$ cat config.mk
export PLATFORM = sky130hd
export DESIGN_NAME = led_pattern_ctrl
export DESIGN_NICKNAME = d
export VERILOG_FILES = /design/src/rtl/led_pkg.sv /design/src/rtl/led_prescaler.sv /design/src/rtl/led_pattern_ctrl.sv
export SDC_FILE = /design/constraint.sdc
export NUM_CORES = 1
export LEC_CHECK = 0
export CAP_MARGIN = 20
export CORE_MARGIN = 5
export CORE_UTILIZATION = 60
export CTS_CLUSTER_SIZE = 24
export DETAILED_ROUTE_END_ITERATION = 8
export GPL_ROUTABILITY_DRIVEN = 0
export PLACE_DENSITY = 0.8
export SLEW_MARGIN = 25
export SYNTH_ARGS = -nofsm -noshare
export SYNTH_HDL_FRONTEND = slang
export SYNTH_SLANG_ARGS = --single-unit
$ cat constraint.sdc
create_clock -name sys_clk -period 5.1 [get_ports sys_clk]
set_input_delay 1.02 -clock sys_clk [delete_from_list [all_inputs] [get_ports sys_clk]]
set_output_delay 1.02 -clock sys_clk [all_outputs]
set_load 0.005 [all_outputs]
$ cat src/rtl/led_pkg.sv
// Shared types and helpers for the status LED sequencer.
package led_pkg;

  typedef enum logic [1:0] {
    MODE_OFF   = 2'd0,
    MODE_BLINK = 2'd1,
    MODE_CHASE = 2'd2,
    MODE_COUNT = 2'd3
  } mode_e;

  typedef enum logic {
    ST_RUN   = 1'b0,
    ST_FLASH = 1'b1
  } state_e;

  // ceil(log2(n)), never less than 1 so a counter always has a bit
  function automatic int unsigned cnt_width(input int unsigned n);
    int unsigned w;
    w = 1;
    for (int unsigned i = 1; i < 32; i++) begin
      if ((64'd1 << w) < 64'(n)) w = i + 1;
    end
    return w;
  endfunction

endpackage

$ cat src/rtl/led_prescaler.sv
// Free-running divide-by-DIV prescaler; tick is high while the count sits at DIV-1.
module led_prescaler
  import led_pkg::*;
#(
  parameter int unsigned DIV = 4
) (
  input  logic sys_clk,
  input  logic sys_rst,
  input  logic restart,
  output logic tick
);

  localparam int unsigned CW = cnt_width(DIV);
  localparam logic [CW-1:0] LAST = CW'(DIV - 1);

  logic [CW-1:0] cnt_q;
  logic [CW-1:0] cnt_d;

  // next count: restart or wrap to zero, otherwise increment
  always_comb begin
    cnt_d = cnt_q + CW'(1);
    if (restart || (cnt_q == LAST)) cnt_d = '0;
  end

  // count register and registered terminal-count flag
  always_ff @(posedge sys_clk) begin
    if (!sys_rst) begin
      cnt_q <= '0;
      tick  <= 1'b0;
    end else begin
      cnt_q <= cnt_d;
      tick  <= (cnt_d == LAST);
    end
  end

endmodule

$ cat src/rtl/led_pattern_ctrl.sv
// Status LED sequencer: selectable step patterns with a pre-emptive one-shot flash.
module led_pattern_ctrl
  import led_pkg::*;
#(
  parameter int unsigned CLK_HZ      = 27_000_000,
  parameter int unsigned TICK_HZ     = 4,
  parameter int unsigned LED_W       = 2,
  parameter int unsigned FLASH_TICKS = 4
) (
  input  logic             sys_clk,
  input  logic             sys_rst,
  input  logic [1:0]       mode_i,
  input  logic             mode_valid_i,
  output logic             mode_ready_o,
  input  logic             flash_req_i,
  output logic             flash_ack_o,
  output logic             tick_o,
  output logic [LED_W-1:0] led
);

  localparam int unsigned DIV  = CLK_HZ / TICK_HZ;
  localparam int unsigned FC_W = cnt_width(FLASH_TICKS);
  localparam logic [FC_W-1:0] FC_LAST = FC_W'(FLASH_TICKS - 1);

  state_e            state_q, state_d;
  mode_e             mode_q, mode_d;
  logic [LED_W-1:0]  pat_q, pat_d;
  logic [LED_W-1:0]  saved_q, saved_d;
  logic [FC_W-1:0]   fcnt_q, fcnt_d;
  logic [LED_W-1:0]  led_d;
  logic              tick_d;
  logic              ack_d;
  logic              ready_d;
  logic              mode_acc;
  logic              pre_tick;
  logic              step;

  function automatic logic [LED_W-1:0] pat_init(input mode_e m);
    case (m)
      MODE_BLINK: return '1;
      MODE_CHASE: return LED_W'(1);
      default:    return '0;
    endcase
  endfunction

  function automatic logic [LED_W-1:0] pat_step(input mode_e m, input logic [LED_W-1:0] p);
    case (m)
      MODE_BLINK: return ~p;
      MODE_CHASE: return {p[LED_W-2:0], p[LED_W-1]};
      MODE_COUNT: return p + LED_W'(1);
      default:    return p;
    endcase
  endfunction

  // mode handshake; a mode change also restarts the step timebase
  assign mode_acc = mode_valid_i && mode_ready_o && (state_q == ST_RUN);

  led_prescaler #(
    .DIV (DIV)
  ) u_prescaler (
    .sys_clk (sys_clk),
    .sys_rst (sys_rst),
    .restart (mode_acc),
    .tick    (pre_tick)
  );

  // a tick landing on a mode accept is dropped
  assign step = pre_tick && !mode_acc;

  // next-state, pattern bookkeeping and registered-output values
  always_comb begin
    state_d = state_q;
    mode_d  = mode_q;
    pat_d   = pat_q;
    saved_d = saved_q;
    fcnt_d  = fcnt_q;
    ack_d   = 1'b0;
    tick_d  = step;
    case (state_q)
      ST_RUN: begin
        if (mode_acc) begin
          mode_d = mode_e'(mode_i);
          pat_d  = pat_init(mode_e'(mode_i));
        end else if (step) begin
          pat_d = pat_step(mode_q, pat_q);
        end
        if (flash_req_i) begin
          ack_d   = 1'b1;
          saved_d = pat_d;
          fcnt_d  = '0;
          state_d = ST_FLASH;
        end
      end
      ST_FLASH: begin
        if (step) begin
          if (fcnt_q == FC_LAST) begin
            state_d = ST_RUN;
            pat_d   = saved_q;
          end else begin
            fcnt_d = fcnt_q + FC_W'(1);
          end
        end
      end
      default: state_d = ST_RUN;
    endcase
    led_d   = (state_d == ST_FLASH) ? '1 : pat_d;
    ready_d = (state_d == ST_RUN);
  end

  // state, pattern storage and output registers
  always_ff @(posedge sys_clk) begin
    if (!sys_rst) begin
      state_q      <= ST_RUN;
      mode_q       <= MODE_OFF;
      pat_q        <= '0;
      saved_q      <= '0;
      fcnt_q       <= '0;
      led          <= '0;
      tick_o       <= 1'b0;
      flash_ack_o  <= 1'b0;
      mode_ready_o <= 1'b1;
    end else begin
      state_q      <= state_d;
      mode_q       <= mode_d;
      pat_q        <= pat_d;
      saved_q      <= saved_d;
      fcnt_q       <= fcnt_d;
      led          <= led_d;
      tick_o       <= tick_d;
      flash_ack_o  <= ack_d;
      mode_ready_o <= ready_d;
    end
  end

endmodule

==> results.yml <==
finish:
  fillCellCount: 232
  nets: 233
  register_area_sq_um: 761
  drive_above_1_share: 0.0978
  diodes: 0
  stdcell_area_sq_mm: 0.00212
  syn2layout_area_growth_pct: 12.7
  multiInputGateArea_sq_mm: 0.00107
grt:
  grt_usage: 0.196
  grt_overflow: 0
  grt_antenna_before_repair: 0
  grt_max_degree: 24
  grt_pass1_wl_microns: 6540
  grt_pass1_vias: 1508
logic_synthesis:
  synth-main-ff-cell: "dfxtp_1"
  ys_seq_area_frac: 0.404
  ys_ff_latch: 38
  ys_top_cells_by_area: "dfxtp_1 (40%), nor2_1 (6.6%), xor2_1 (6.0%), xnor2_1 (3.7%), nand2_1 (3.2%)"
  synth_top_cell_by_area: "dfxtp_1"
  syn_nets: 222
  netlist.area_leader.share: 0.404
  synth_edf_count: 0
  synth_cell_types: 47
  syn-cell-area_sq_mm: 0.00188
  synthCells: 213
  avgSynthCellArea_sq_um: 8.85
  synthArstFlopShare: 0
  synth-warning-count: 0
setup_path:
  worstSetupPathType: "in -> reg"
  critPathLaunchType: "input pin"
  cp.arrival_ns: 2.82
  regToRegSetupSlack_ns: 2.91
  crit_start: "mode_valid_i"
  r2r_end: "u_prescaler.tick"
  crit_required_ns: 5.36
  cp-end-kind: "flop"
  reg2reg_depth: 7
  r2r_start: "u_prescaler.cnt_q[0]"
  cp_max_fo: 23
drt:
  first_pass_iters: 4
  viasPerCell: 5.58
  wl_per_cell_microns: 13.8
  drtIter0Drc: 96
  remaining_drc_errors: 0
  vias: 1501
  finalWirelength_microns: 3710
  antenna_left: 0
pwr:
  pwr-share-seq: 0.506
  power.leakage_nw: 0.788
  pwr-share-clk: 0.434
  netSwitchingPower_mw: 0.128
  power_mw: 0.617
  power.density_mw_per_mm2: 290
  p_sw_frac: 0.207
  vdd_drop_max_mv: 0.203
  p_int_mw: 0.489
  pwr-share-comb: 0.061
floorplan:
  rows: 20
  start_util: 0.622
  die-area_sq_mm: 0.00436
  coreArea_sq_mm: 0.00303
  io_pins: 11
  fp.dieW_microns: 66.0
  die_height_microns: 66.0
sta:
  slew_viol_final: 0
  fin_ws_ns: 2.54
  finalClockSkew_ns: 0.00267
  finalSetupTns_ns: 0
  fin_crit_ns: 2.56
  hold_viol: 0
  tightest_slew_ns: 0.450
  rsz0062_at_grt: "false"
  period_share: 0.501
  fmax_ghz: 0.391
  relSlewSlack: 0.698
  setup_viol: 0
hold_path:
  min_path_cells: 2
  min_to: "fcnt_q[1]"
  min_path_type: "reg -> reg"
  min_from: "fcnt_q[1]"
clock_tree:
  hold_buffers: 0
  cts.sinks: 38
  clock_latency_ns: 0.35
  path_clk_slew_ns: 0.11
  htree_levels: 2
  post-cts-setup-buffers: 0
  numCtsBuffers: 5
  cts-root-buf: "clkbuf_4"
  post_cts_resized: 0
  cts_tree: "built"
  clockBufferDepth: 2
place:
  preCtsSetupSlack_ns: 2.19
  port_buffers: 10
  hpwl_microns: 2780
  dpl_cell_area_sq_mm: 0.00201
outcome:
  status: "finished, final reports clean"
run:
  cap_violations: 0
-- cell type report --
cell class,count,share of cell area
multi-input combinational,161,0.502
tap,44,0.0259
timing repair buffer,10,0.0471
clock buffer,6,0.0241
sequential,38,0.358
clock inverter,2,0.0283
inverter,8,0.0141
-- how the worst max path moves through the flow --
stage | endpoint | slack (ns) | depth (start not counted)
floorplan | u_prescaler.tick | 2.99 | 6
finish | u_prescaler.tick | 2.54 | 7
global placement | u_prescaler.tick | 2.30 | 7
global route | u_prescaler.tick | 2.42 | 7
detailed placement | u_prescaler.tick | 2.19 | 7
CTS | u_prescaler.tick | 2.57 | 7
-- stage by stage --
stage,cells,hold WS [ns],utilization
6_report,269,0.490,0.702
5_1_grt,269,0.547,0.702
4_1_cts,269,0.489,0.702
3_5_place_dp,261,0.473,0.665
3_3_place_gp,261,0.458,0.665
2_1_floorplan,213,0.445,-
-- cell families after synthesis --
kind of cell,share of synthesized area
muxes,0.0325
xor gates and xnor gates,0.106
buffers and inverters,0.0299
and+or+nand+nor,0.317
DFF,0.404
adders and majority gates,0.0199
AOI/OAI and AO/OA,0.0903
-- cell usage after synthesis (2+ instances only) --
master / count
nor3_1: 3
nand2b_1: 2
ha_1: 3
inv_1: 8
mux2i_1: 5
or2_2: 2
buf_2: 3
o211ai_1: 2
nand3_1: 11
o21ai_0: 6
and3_1: 4
nor4_1: 3
nor2_1: 33
dfxtp_1: 38
nor2b_1: 9
nand2_1: 16
clkbuf_1: 3
a21oi_1: 7
xor2_1: 13
nand4_1: 6
nor4b_1: 2
xnor2_1: 8
nand4_2: 2
-- power by group through the flow --
stage | Clock, mW | Sequential, mW | Combinational, mW
CTS | 0.273 | 0.312 | 0.0380
detailed placement | 0 | 0.319 | 0.0379
finish | 0.268 | 0.312 | 0.0373
floorplan | 0 | 0.316 | 0.0253
global route | 0.287 | 0.313 | 0.0420
global placement | 0 | 0.318 | 0.0362
-- layout by cell type (no fill, tap or decap), drive strengths merged, types with 3 or more instances in the layout --
cell type,synthesis,final
ha,3,3
or2,3,3
nor3,4,4
xor2,14,14
a21oi,7,7
nand2,16,16
xnor2,8,8
inv,8,8
and3,4,4
nor2b,9,9
nor4,4,4
clkdlybuf4s50,0,10
dfxtp,38,38
nand4,9,9
nor2,34,34
o21ai,6,6
nand3,12,12
mux2i,5,5
clkbuf,3,6
-- worst max-delay path, cell delays in order --
cell and delay (ns):
clkdlybuf4s50_1 0.40, nand3b_1 0.27, nand2_1 0.13, a31o_2 0.38, nor2_1 0.21, nand4_1 0.12, nor4_2 0.28
-- layer usage --
metal  wire, microns  vias to the layer above  track usage  share of wire
met5               0                        -            0              0
met4             102                        0       0.0838          0.028
met3             151                       11       0.0544          0.041
met2            1870                       27        0.347           0.50
met1            1590                      700        0.218           0.43
li1                -                      763            -              -
-- flip-flops by register name (all words and copies together) (netlist names) --
signal	flops
u_prescaler.tick	1
flash_ack_o	1
led	2
mode_ready_o	1
mode_q	2
fcnt_q	2
tick_o	1
saved_q	2
u_prescaler.cnt_q	23
state_q	1
pat_q	2
(Power assumes the default switching activity.)
